===== src/rtl/mcu_arbiter_pkg.sv =====
// Shared types and constants for the memory control unit arbiter.
package mcu_arbiter_pkg;

    // MEM access size encodings (mem_len_i); 2'b11 behaves as a word.
    localparam logic [1:0] LEN_BYTE = 2'b00;
    localparam logic [1:0] LEN_HALF = 2'b01;
    localparam logic [1:0] LEN_WORD = 2'b10;

    // The RAM data bus is one byte wide.
    typedef logic [7:0] mem_byte_t;

    typedef enum logic [2:0] {
        ST_IDLE,
        ST_RD,
        ST_RD_LAST,
        ST_WR,
        ST_DONE
    } mcu_state_e;

    // Number of bytes moved by an access of the given size.
    function automatic logic [2:0] len_to_bytes(input logic [1:0] len);
        case (len)
            LEN_BYTE: return 3'd1;
            LEN_HALF: return 3'd2;
            default:  return 3'd4;
        endcase
    endfunction

endpackage


===== src/rtl/mcu_arbiter.sv =====
// Memory control unit: owns the single-port byte-wide RAM, gives MEM strict
// priority over instruction fetch, and breaks MEM loads/stores into byte accesses.
module mcu_arbiter
    import mcu_arbiter_pkg::*;
#(
    parameter int ADDR_W = 32
) (
    input  logic              clk,
    input  logic              rst,
    // Instruction fetch side
    input  logic              if_req_i,
    input  logic [ADDR_W-1:0] if_addr_i,
    output mem_byte_t         if_data_o,
    output logic              stallreq_if_o,
    // Data access side
    input  logic              mem_req_i,
    input  logic              mem_we_i,
    input  logic [1:0]        mem_len_i,
    input  logic [ADDR_W-1:0] mem_addr_i,
    input  logic [31:0]       mem_wdata_i,
    output logic [31:0]       mem_rdata_o,
    output logic              mem_done_o,
    output logic              stallreq_mem_o,
    // RAM port
    output logic [ADDR_W-1:0] ram_addr_o,
    output logic              ram_we_o,
    output mem_byte_t         ram_dout_o,
    input  mem_byte_t         ram_din_i
);

    mcu_state_e        state_q, state_d;
    logic [1:0]        cnt_q, cnt_d;
    logic [2:0]        n_q, n_d;
    logic [ADDR_W-1:0] addr_q, addr_d;
    logic [31:0]       wdata_q, wdata_d;
    logic [31:0]       rdata_q, rdata_d;

    logic              if_owns;
    logic [1:0]        cnt_nx;
    logic              last_issue;

    // Index of the next byte to issue, and whether it is the final one.
    assign cnt_nx     = cnt_q + 2'd1;
    assign last_issue = (({1'b0, cnt_q} + 3'd2) == n_q);

    // Next-state, RAM port mux and read-data assembly.
    always_comb begin
        // NOTE: every signal driven here gets a default first so no path leaves it unassigned (no latches).
        state_d    = state_q;
        cnt_d      = cnt_q;
        n_d        = n_q;
        addr_d     = addr_q;
        wdata_d    = wdata_q;
        rdata_d    = rdata_q;
        ram_addr_o = '0;
        ram_we_o   = 1'b0;
        ram_dout_o = '0;
        if_owns    = 1'b0;

        case (state_q)
            ST_IDLE: begin
                if (mem_req_i) begin
                    // Byte 0 goes out in the accepting cycle.
                    ram_addr_o = mem_addr_i;
                    ram_we_o   = mem_we_i;
                    ram_dout_o = mem_wdata_i[7:0];
                    addr_d     = mem_addr_i;
                    wdata_d    = mem_wdata_i;
                    n_d        = len_to_bytes(mem_len_i);
                    cnt_d      = 2'd0;
                    rdata_d    = '0;
                    if (mem_we_i) begin
                        state_d = (len_to_bytes(mem_len_i) == 3'd1) ? ST_DONE : ST_WR;
                    end else begin
                        state_d = (len_to_bytes(mem_len_i) == 3'd1) ? ST_RD_LAST : ST_RD;
                    end
                end else begin
                    if_owns = 1'b1;
                    if (if_req_i) begin
                        ram_addr_o = if_addr_i;
                    end
                end
            end
            ST_RD: begin
                // Byte cnt arrives while byte cnt+1 is issued.
                ram_addr_o                     = addr_q + ADDR_W'(cnt_nx);
                rdata_d[{cnt_q, 3'b000} +: 8] = ram_din_i;
                cnt_d                          = cnt_nx;
                if (last_issue) begin
                    state_d = ST_RD_LAST;
                end
            end
            ST_RD_LAST: begin
                rdata_d[{cnt_q, 3'b000} +: 8] = ram_din_i;
                state_d                        = ST_DONE;
            end
            ST_WR: begin
                ram_addr_o = addr_q + ADDR_W'(cnt_nx);
                ram_we_o   = 1'b1;
                ram_dout_o = wdata_q[{cnt_nx, 3'b000} +: 8];
                cnt_d      = cnt_nx;
                if (last_issue) begin
                    state_d = ST_DONE;
                end
            end
            ST_DONE: begin
                // mem_req_i is still high here; returning to IDLE cannot retrigger this cycle.
                state_d = ST_IDLE;
            end
            default: begin
                state_d = ST_IDLE;
            end
        endcase
    end

    assign if_data_o      = ram_din_i;
    assign stallreq_if_o  = if_req_i && !if_owns;
    assign mem_done_o     = (state_q == ST_DONE);
    assign mem_rdata_o    = rdata_q;
    assign stallreq_mem_o = mem_req_i && (state_q != ST_DONE);

    // State and access registers with synchronous reset.
    always_ff @(posedge clk) begin
        // NOTE: non-blocking assignments so every flop samples pre-edge values.
        if (rst) begin
            state_q <= ST_IDLE;
            cnt_q   <= 2'd0;
            n_q     <= 3'd0;
            addr_q  <= '0;
            wdata_q <= '0;
            rdata_q <= '0;
        end else begin
            state_q <= state_d;
            cnt_q   <= cnt_d;
            n_q     <= n_d;
            addr_q  <= addr_d;
            wdata_q <= wdata_d;
            rdata_q <= rdata_d;
        end
    end

endmodule


===== config.mk =====
export PLATFORM = sky130hd
export DESIGN_NAME = mcu_arbiter
export DESIGN_NICKNAME = d
export VERILOG_FILES = /design/src/rtl/mcu_arbiter_pkg.sv /design/src/rtl/mcu_arbiter.sv
export SDC_FILE = /design/constraint.sdc
export NUM_CORES = 1
export LEC_CHECK = 0
export ABC_CLOCK_PERIOD_IN_PS = 3250
export BUFFER_PORTS_ARGS = -buffer_cell sky130_fd_sc_hd__buf_2
export CORE_MARGIN = 3
export CORE_UTILIZATION = 51
export CTS_BUF_LIST = sky130_fd_sc_hd__clkbuf_8
export CTS_CLUSTER_DIAMETER = 40
export DETAILED_ROUTE_END_ITERATION = 8
export PLACE_DENSITY_LB_ADDON = 0.1
export SYNTH_ARGS = -nofsm -noshare
export SYNTH_HDL_FRONTEND = slang
export SYNTH_SLANG_ARGS = --single-unit

===== constraint.sdc =====
create_clock -name clk -period 3.25 [get_ports clk]
set_input_delay 0.325 -clock clk [delete_from_list [all_inputs] [get_ports clk]]
set_output_delay 0.325 -clock clk [all_outputs]
set_load 0.05 [all_outputs]

Word-level counts from Yosys, hierarchy flattened
Index checks and enable logic that the tools add are counted.

storage, ports and cells
  register bits after elaboration = 104
  bits of input ports = 111
  output and inout bits = 84
  word-level logic and storage cells = 66

operators by class
  add/sub/neg operators = 4
  equal/unequal tests = 12
  shift operators = 3
  mux-type cells = 28
  reduce and logical (&&, ||, !) cells = 13

operator list
  kind                    count
  $pmux 32 s2             2
  $mux 32                 3
  $mux 3                  11
  $add 32x2->32           1
  $bwmux 32               1
  $shift 8x7->32 const A  1
  $shiftx 32x6->8         1
  $shiftx 8x7->32         1
  $pmux 8 s2              1
  $pmux 3 s4              1
  $eq 3x1->1 const B      3
  $mux 8                  1
  $neg 5->7               1
  $eq 3x2->1 const B      2
  $ne 2x2->1 const B      3
  $pmux 3 s2              1
  $reduce_and 2->1        3
  $mux 2                  2
  $pmux 2 s2              1
  $reduce_bool 2->1       2
  $reduce_or 2->1         2
  $add 2x2->3 const B     1
  $eq 3x3->1              1
  $eq 3x3->1 const B      1
  other kinds (10)        13

Depth between registers and ports, before layout
Gate-level depths: netlist of run 1.

  depth in word-level cells = 10
  depth in mapped cells = 9
  mapped depth without buffers = 8

Worst setup path before layout of run 1
OpenSTA, ideal clock, no wires.

  path type = flip-flop to output port
  from = reg cnt_q[0]
  to = out ram_addr_o[21]
  arrival time = 2,711 ps
  required time = 2,925 ps
  slack = 214 ps
  cell stages (with the launch flop) = 10
  path buffers = 1
  path through = dfxtp_1 inv_1 ha_1 ha_1 a21o_1 and3_1 buf_2 nand4_1 xor2_1 o211ai_1

between the ends
  cells in the longest elaborated chain, start to end = 3

RTL lines
  what                    line                                  RTL
  from (decl)             mcu_arbiter.sv:32                     logic [1:0] cnt_q, cnt_d;
  from (signal assigned)  mcu_arbiter.sv:134                    cnt_q <= cnt_d;
  $add 2x1->2             mcu_arbiter.sv:43                     assign cnt_nx = cnt_q + 2'd1;
  $add 32x2->32           mcu_arbiter.sv:86, mcu_arbiter.sv:98
  $pmux 32 s2             mcu_arbiter.sv:60                     case (state_q)
  to (decl)               mcu_arbiter.sv:25                     output logic [ADDR_W-1:0] ram_addr_o,

No other way between the ends.

Worst setup path in the final report of run 1
  from = reg cnt_q[1]
  to = out ram_addr_o[26]

Same word-level chain as after synthesis.

==> impl_metrics.env, run 1 <==
export IMPL_gp_congestion=0.902
export IMPL_fin_hold_ws_ns=0.189
export IMPL_wire_per_inst_um=14.4
export IMPL_ys_ff_latch=104
export IMPL_root_buffer="clkbuf_8"
export IMPL_cts_max_level=3
export IMPL_relSlewSlack=0.201
export IMPL_grt_start_max_net_pins=105
export IMPL_grtUsageMet2=0.411
export IMPL_place_hpwl_um=9990
export IMPL_initial_core_util=0.533
export IMPL_vias_per_cell=5.37
export IMPL_post_route_drc_count=0
export IMPL_slew_violations=0
export IMPL_first_pass_iters=7
export IMPL_tightestPinTransition_ns=1.20
export IMPL_critPathCaptureType="output port"
export IMPL_io_buffers=194
export IMPL_core_area_um2=9910
export IMPL_grt_total_usage=0.234
export IMPL_final_layout_size_suffix_gt1_frac=0.294
export IMPL_drtIter0Drc=424
export IMPL_crit_required_ns=2.92
export IMPL_worst_r2r_cell_count=4
export IMPL_synth_ff_type="dfxtp_1"
export IMPL_min_to="wdata_q[13]"
export IMPL_final_antenna_net_count=0
export IMPL_ios=195
export IMPL_max_cap_violations=0
export IMPL_via_count=5159
export IMPL_die_h_um=108
export IMPL_clock_latency_ns=0.36
export IMPL_p_leak_nw=2.86
export IMPL_fin_tns_setup_ns=0
export IMPL_synth_edf_count=0
export IMPL_synth_cell_area_um2=5280
export IMPL_synth_top_area_share=0.394
export IMPL_skew_ns=0.00896
export IMPL_overflow=0
export IMPL_yosys_warnings=0
export IMPL_clock_sinks=104
export IMPL_min_from="mem_wdata_i[13]"
export IMPL_cts_buffers=9
export IMPL_r2r_start="state_q[0]"
export IMPL_worstPathArrival_ns=2.71
export IMPL_grt_antenna_before_repair=0
export IMPL_final_cells=960
export IMPL_clockBufferDepth=2
export IMPL_gr_usage_met3=0.0420
export IMPL_r2r_end="wdata_q[24]"
export IMPL_netlist_instances=666
export IMPL_ys_types=46
export IMPL_min_path_cells=3
export IMPL_power_density_nw_per_um2=593
export IMPL_status="complete, no violations"
export IMPL_critPathKind="reg -> out"
export IMPL_critical_path_startpoint_type="flip-flop"
export IMPL_busiest_layer="met2"
export IMPL_yosysSeqAreaShare=0.394
export IMPL_critPathMaxFanout=10
export IMPL_areaGrowthSynthToFinish_pct=22.7
export IMPL_clkTransAtPathRegs_ns=0.10
export IMPL_fmax_ghz=0.330
export IMPL_ys_top_cells_by_area="dfxtp_1 (39%), nand2_1 (13%), a21oi_1 (7.0%)"
export IMPL_grt_pass1_vias=4913
export IMPL_rows=36
export IMPL_cts_tree="built"
export IMPL_min_period_ns=3.03
export IMPL_dp_cells=943
export IMPL_grt_use_met1=0.293
export IMPL_hold_viol_final=0
export IMPL_n_antenna_cell=0
export IMPL_syn_num_nets=786
export IMPL_setup_viol=0
export IMPL_vdd_ir_drop_worst_mv=0.303
export IMPL_fin_nets=942
export IMPL_dieArea_um2=11600
export IMPL_synth_area_per_cell_um2=7.93
export IMPL_r2r_setup_slack_ns=0.92
export IMPL_dieWidth_um=108
export IMPL_rsz0062_at_grt="false"
export IMPL_fin_crit_sh=0.934
export IMPL_hp_class="in -> reg"
export IMPL_async_flop_share=0
export IMPL_grt_first_pass_wirelength_um=22400
export IMPL_synth_largest_area_cell="dfxtp_1"
export IMPL_drt_wl_total_um=13900
==> worst max path at each step <==
stage,from,slack [ns],cells past startpoint,end
finish,cnt_q[1],0.22,10,ram_addr_o[26]
detailed placement,cnt_q[1],0.30,9,ram_addr_o[29]
global route,cnt_q[0],0.003,9,ram_addr_o[11]
CTS,cnt_q[1],0.06,9,ram_addr_o[29]
floorplan,cnt_q[0],0.21,9,ram_addr_o[21]
global placement,cnt_q[1],0.37,9,ram_addr_o[11]
==> repair_timing <==
| action | in CTS | in global routing |
|---|---|---|
| resized for setup | 1 | 7 |
| gates cloned | 0 | 0 |
| endpoints found under the setup margin | 18 | 21 |
| endpoints found under the hold margin | 0 | 0 |
| pin swaps | 1 | 0 |
| hold buffers | 0 | 0 |
| buffers inserted | 1 | 0 |
==> synthesized netlist by cell type, types with 2 or more instances <==
master and number:
a21o_1 2, a21oi_1 74, a222oi_1 2, a22oi_1 34, and2_1 3, and3_1 11
and4_1 2, buf_2 12, buf_4 8, clkbuf_1 36, dfxtp_1 104, ha_1 8
inv_1 8, mux4_2 8, nand2_1 180, nand2b_1 3, nand3_1 17, nand4_1 16
nor2_1 43, nor2b_1 2, nor3_1 3, nor3b_1 3, nor4_1 3, nor4_4 2
o211ai_1 22, o211ai_2 7, o21bai_1 2, or2_2 2, xnor2_1 8, xor2_1 25
==> critical path, stage by stage, from the launching register on <==
cell,delay [ns]
dfxtp_2,0.38
inv_1,0.09
ha_1,0.37
fa_2,0.28
nand2_1,0.10
nor4_4,0.21
buf_4,0.22
nand4_1,0.12
xor2_1,0.18
o211ai_2,0.13
buf_2,0.28
==> logic make-up after synthesis <==
family | after synthesis | share of synthesized area
and+or+nand+nor | 299 | 0.257
AOI/OAI and AO/OA | 147 | 0.181
DFF | 104 | 0.394
buffers and inverters | 65 | 0.0547
xor gates and xnor gates | 33 | 0.0547
muxes | 9 | 0.0360
adders and majority gates | 9 | 0.0227
==> where the power goes <==
part	leakage, nW	internal [W]	total [W]	switching (W)
sequential	0.849	0.00140	0.00151	0.000111
combinational	1.90	0.000426	0.00146	0.00103
clock	0.110	0.000451	0.000877	0.000426
total	2.86	0.00228	0.00384	0.00157
==> placed cells by master (no fill, tap or decap), drive strengths merged, types with 2 or more instances in the layout <==
cell type | netlist | layout
and2 | 3 | 3
nor4 | 5 | 5
clkinvlp | 0 | 2
and3 | 11 | 11
or2 | 2 | 2
mux4 | 8 | 8
nand4 | 17 | 17
a21oi | 74 | 74
inv | 8 | 9
ha | 8 | 8
xnor2 | 8 | 8
o211ai | 29 | 29
nor3b | 3 | 3
nor3 | 4 | 4
a222oi | 2 | 2
o21bai | 2 | 2
and4 | 2 | 2
nand2 | 180 | 180
nand3 | 17 | 17
clkbuf | 36 | 12
a21o | 2 | 2
a22oi | 34 | 34
nand2b | 3 | 3
xor2 | 25 | 25
bufinv | 0 | 2
buf | 21 | 200
nor2 | 44 | 44
nor2b | 2 | 2
dfxtp | 104 | 104
==> per-layer routing <==
metal	wire [um]	up-vias
met5	0	-
met4	167	0
met3	873	16
met2	6780	175
met1	6040	2364
li1	-	2604
==> cell type report <==
type | count | area [um2]
Multi-Input combinational cell | 497 | 2930
Sequential cell | 104 | 2080
Fill cell | 895 | 3430
Timing Repair Buffer | 202 | 1050
Inverter | 8 | 30.0
Clock inverter | 6 | 83.8
Tap cell | 133 | 166
Clock buffer | 10 | 138
==> registers in the layout, summed over array words and instances (netlist names) <==
| signal | cells |
|---|---|
| n_q | 3 |
| addr_q | 32 |
| mem_rdata_o | 32 |
| cnt_q | 2 |
| state_q | 3 |
| wdata_q | 32 |
==> per-stage QoR <==
stage          instance area (um2)   util  setup slack, ns  total power, W
2_1_floorplan                 5280      -            0.214         0.00264
3_3_place_gp                  6240  0.629            0.366         0.00297
3_5_place_dp                  6240  0.629            0.298         0.00299
4_1_cts                       6470  0.653           0.0644         0.00386
5_1_grt                       6480  0.654          0.00345         0.00405
6_report                      6480  0.654            0.215         0.00384
Power figures use the tool's default switching activity.
==> run 2, diff against run 1 <==
BUFFER_PORTS_ARGS = unset   (was -buffer_cell sky130_fd_sc_hd__buf_2)
CORE_UTILIZATION = 60   (was 51)
DONT_BUFFER_PORTS = 1   (was unset)
==> run 2 against run 1 <==
Net effect: design area down 8.7%; clock skew is 0.0038 ns higher; via count decreased by 7.7%; largest power group unchanged; highest routed layer unchanged.
==> impl_metrics.env, run 2 (synthesis results as in run 1) <==
export IMPL_p_leak_nw=2.27
export IMPL_areaGrowthSynthToFinish_pct=12.0
export IMPL_io_buffers=0
export IMPL_cts_tree="built"
export IMPL_via_count=4764
export IMPL_crit_required_ns=2.92
export IMPL_gp_congestion=0.884
export IMPL_rsz0062_at_grt="false"
export IMPL_critPathMaxFanout=13
export IMPL_final_antenna_net_count=0
export IMPL_skew_ns=0.0128
export IMPL_final_layout_size_suffix_gt1_frac=0.140
export IMPL_grt_total_usage=0.262
export IMPL_grt_antenna_before_repair=0
export IMPL_first_pass_iters=5
export IMPL_layout_common_cells="nand2_1 (180), dfxtp_1 (104), a21oi_1 (74)"
export IMPL_p_clk_frac=0.219
export IMPL_hp_class="in -> reg"
export IMPL_clockBufferDepth=2
export IMPL_vias_per_cell=6.06
export IMPL_grt_first_pass_wirelength_um=21200
export IMPL_critPathCaptureType="output port"
export IMPL_dieWidth_um=99.8
export IMPL_critical_path_startpoint_type="flip-flop"
export IMPL_fmax_ghz=0.321
export IMPL_n_antenna_cell=0
export IMPL_overflow=0
export IMPL_power_density_nw_per_um2=645
export IMPL_multi_input_area_um2=2930
export IMPL_seq_area_um2=2080
export IMPL_worstPathArrival_ns=2.79
export IMPL_max_cap_violations=0
export IMPL_drtIter0Drc=285
export IMPL_hold_viol_final=0
export IMPL_netSwitchingFraction=0.409
export IMPL_min_period_ns=3.12
export IMPL_fin_nets=796
export IMPL_status="complete, no violations"
export IMPL_clkTransAtPathRegs_ns=0.10
export IMPL_ios=195
export IMPL_p_int_w=0.00225
export IMPL_fin_crit_sh=0.959
export IMPL_critPathKind="reg -> out"
export IMPL_wire_per_inst_um=17.0
export IMPL_core_area_um2=8380
export IMPL_fin_hold_ws_ns=0.0200
export IMPL_cts_buffers=9
export IMPL_num_fill_cells=693
export IMPL_p_comb_frac=0.370
export IMPL_switching_power_w=0.00156
export IMPL_drt_wl_total_um=13400
export IMPL_relSlewSlack=0.568
export IMPL_slew_violations=0
export IMPL_die_h_um=99.8
export IMPL_cts_max_level=3
export IMPL_rows=33
export IMPL_initial_core_util=0.630
export IMPL_fin_tns_setup_ns=0
export IMPL_final_common_cell="nand2_1"
export IMPL_grt_start_max_net_pins=91
export IMPL_dieArea_um2=9970
export IMPL_vdd_ir_drop_worst_mv=0.373
export IMPL_clock_latency_ns=0.37
export IMPL_grt_pass1_vias=4518
export IMPL_root_buffer="clkbuf_8"
export IMPL_clock_sinks=104
export IMPL_place_hpwl_um=9660
export IMPL_post_route_drc_count=0
export IMPL_setup_viol=0
export IMPL_seqPwrFrac=0.411
export IMPL_tightestPinTransition_ns=0.647
run 2: worst paths after layout:
check        startpoint        endpoint  slack (ns)  cells past startpoint
min reg2reg  wdata_q[1]      wdata_q[1]        0.45                      2
min                 rst      wdata_q[8]        0.02                      1
max            cnt_q[1]  ram_addr_o[29]        0.13                      9
max reg2reg  state_q[0]     wdata_q[14]        1.04                      5
run 2: power by group through the flow:
| stage | Combinational [W] | Sequential (W) | Clock, W |
|---|---|---|---|
| finish | 0.00141 | 0.00157 | 0.000836 |
| global route | 0.00153 | 0.00158 | 0.000891 |
| CTS | 0.00142 | 0.00156 | 0.000851 |
| detailed placement | 0.00141 | 0.00159 | 0 |
| global placement | 0.00138 | 0.00159 | 0 |
| floorplan | 0.00108 | 0.00156 | 0 |
run 2: layout make-up:
type                            instances  area share
Multi-Input combinational cell        497       0.495
Sequential cell                       104       0.352
Timing Repair Buffer                   56      0.0909
Tap cell                              105      0.0222
Clock buffer                            9      0.0209
Clock inverter                          7      0.0140
Inverter                                8     0.00508
run 2: per-stage QoR:
step / instances / utilization / total power (W) / setup WS (ns) / cell area [um2]
6_report: 786 / 0.706 / 0.00381 / 0.132 / 5920
5_1_grt: 786 / 0.706 / 0.00400 / 0.00928 / 5920
4_1_cts: 786 / 0.705 / 0.00384 / 0.0579 / 5910
3_5_place_dp: 766 / 0.677 / 0.00301 / 0.346 / 5670
3_3_place_gp: 766 / 0.677 / 0.00297 / 0.426 / 5670
2_1_floorplan: 666 / - / 0.00264 / 0.214 / 5280
run 2: worst max-delay path, stage by stage (launching register included):
cell,delay (ns)
dfxtp_1,0.44
inv_1,0.11
ha_1,0.34
ha_1,0.30
a21o_1,0.15
and3_4,0.29
nand4_1,0.12
xor2_1,0.19
o211ai_1,0.21
buf_4,0.25
run 2: routing by layer:
layer | vias to the layer above | part of all wire | global-route usage
li1 | 2315 | - | -
met1 | 2212 | 0.39 | 0.324
met2 | 212 | 0.50 | 0.460
met3 | 25 | 0.083 | 0.0410
met4 | 0 | 0.022 | 0.102
met5 | - | 0 | 0
run 2: repair_timing:
| action | 4_1_cts | 5_1_grt |
|---|---|---|
| pin swaps | 1 | 0 |
| resized for setup | 1 | 1 |
| setup endpoints to repair | 9 | 7 |
| hold buffers | 2 | 0 |
| buffers inserted | 2 | 0 |
| endpoints found under the hold margin | 10 | 0 |
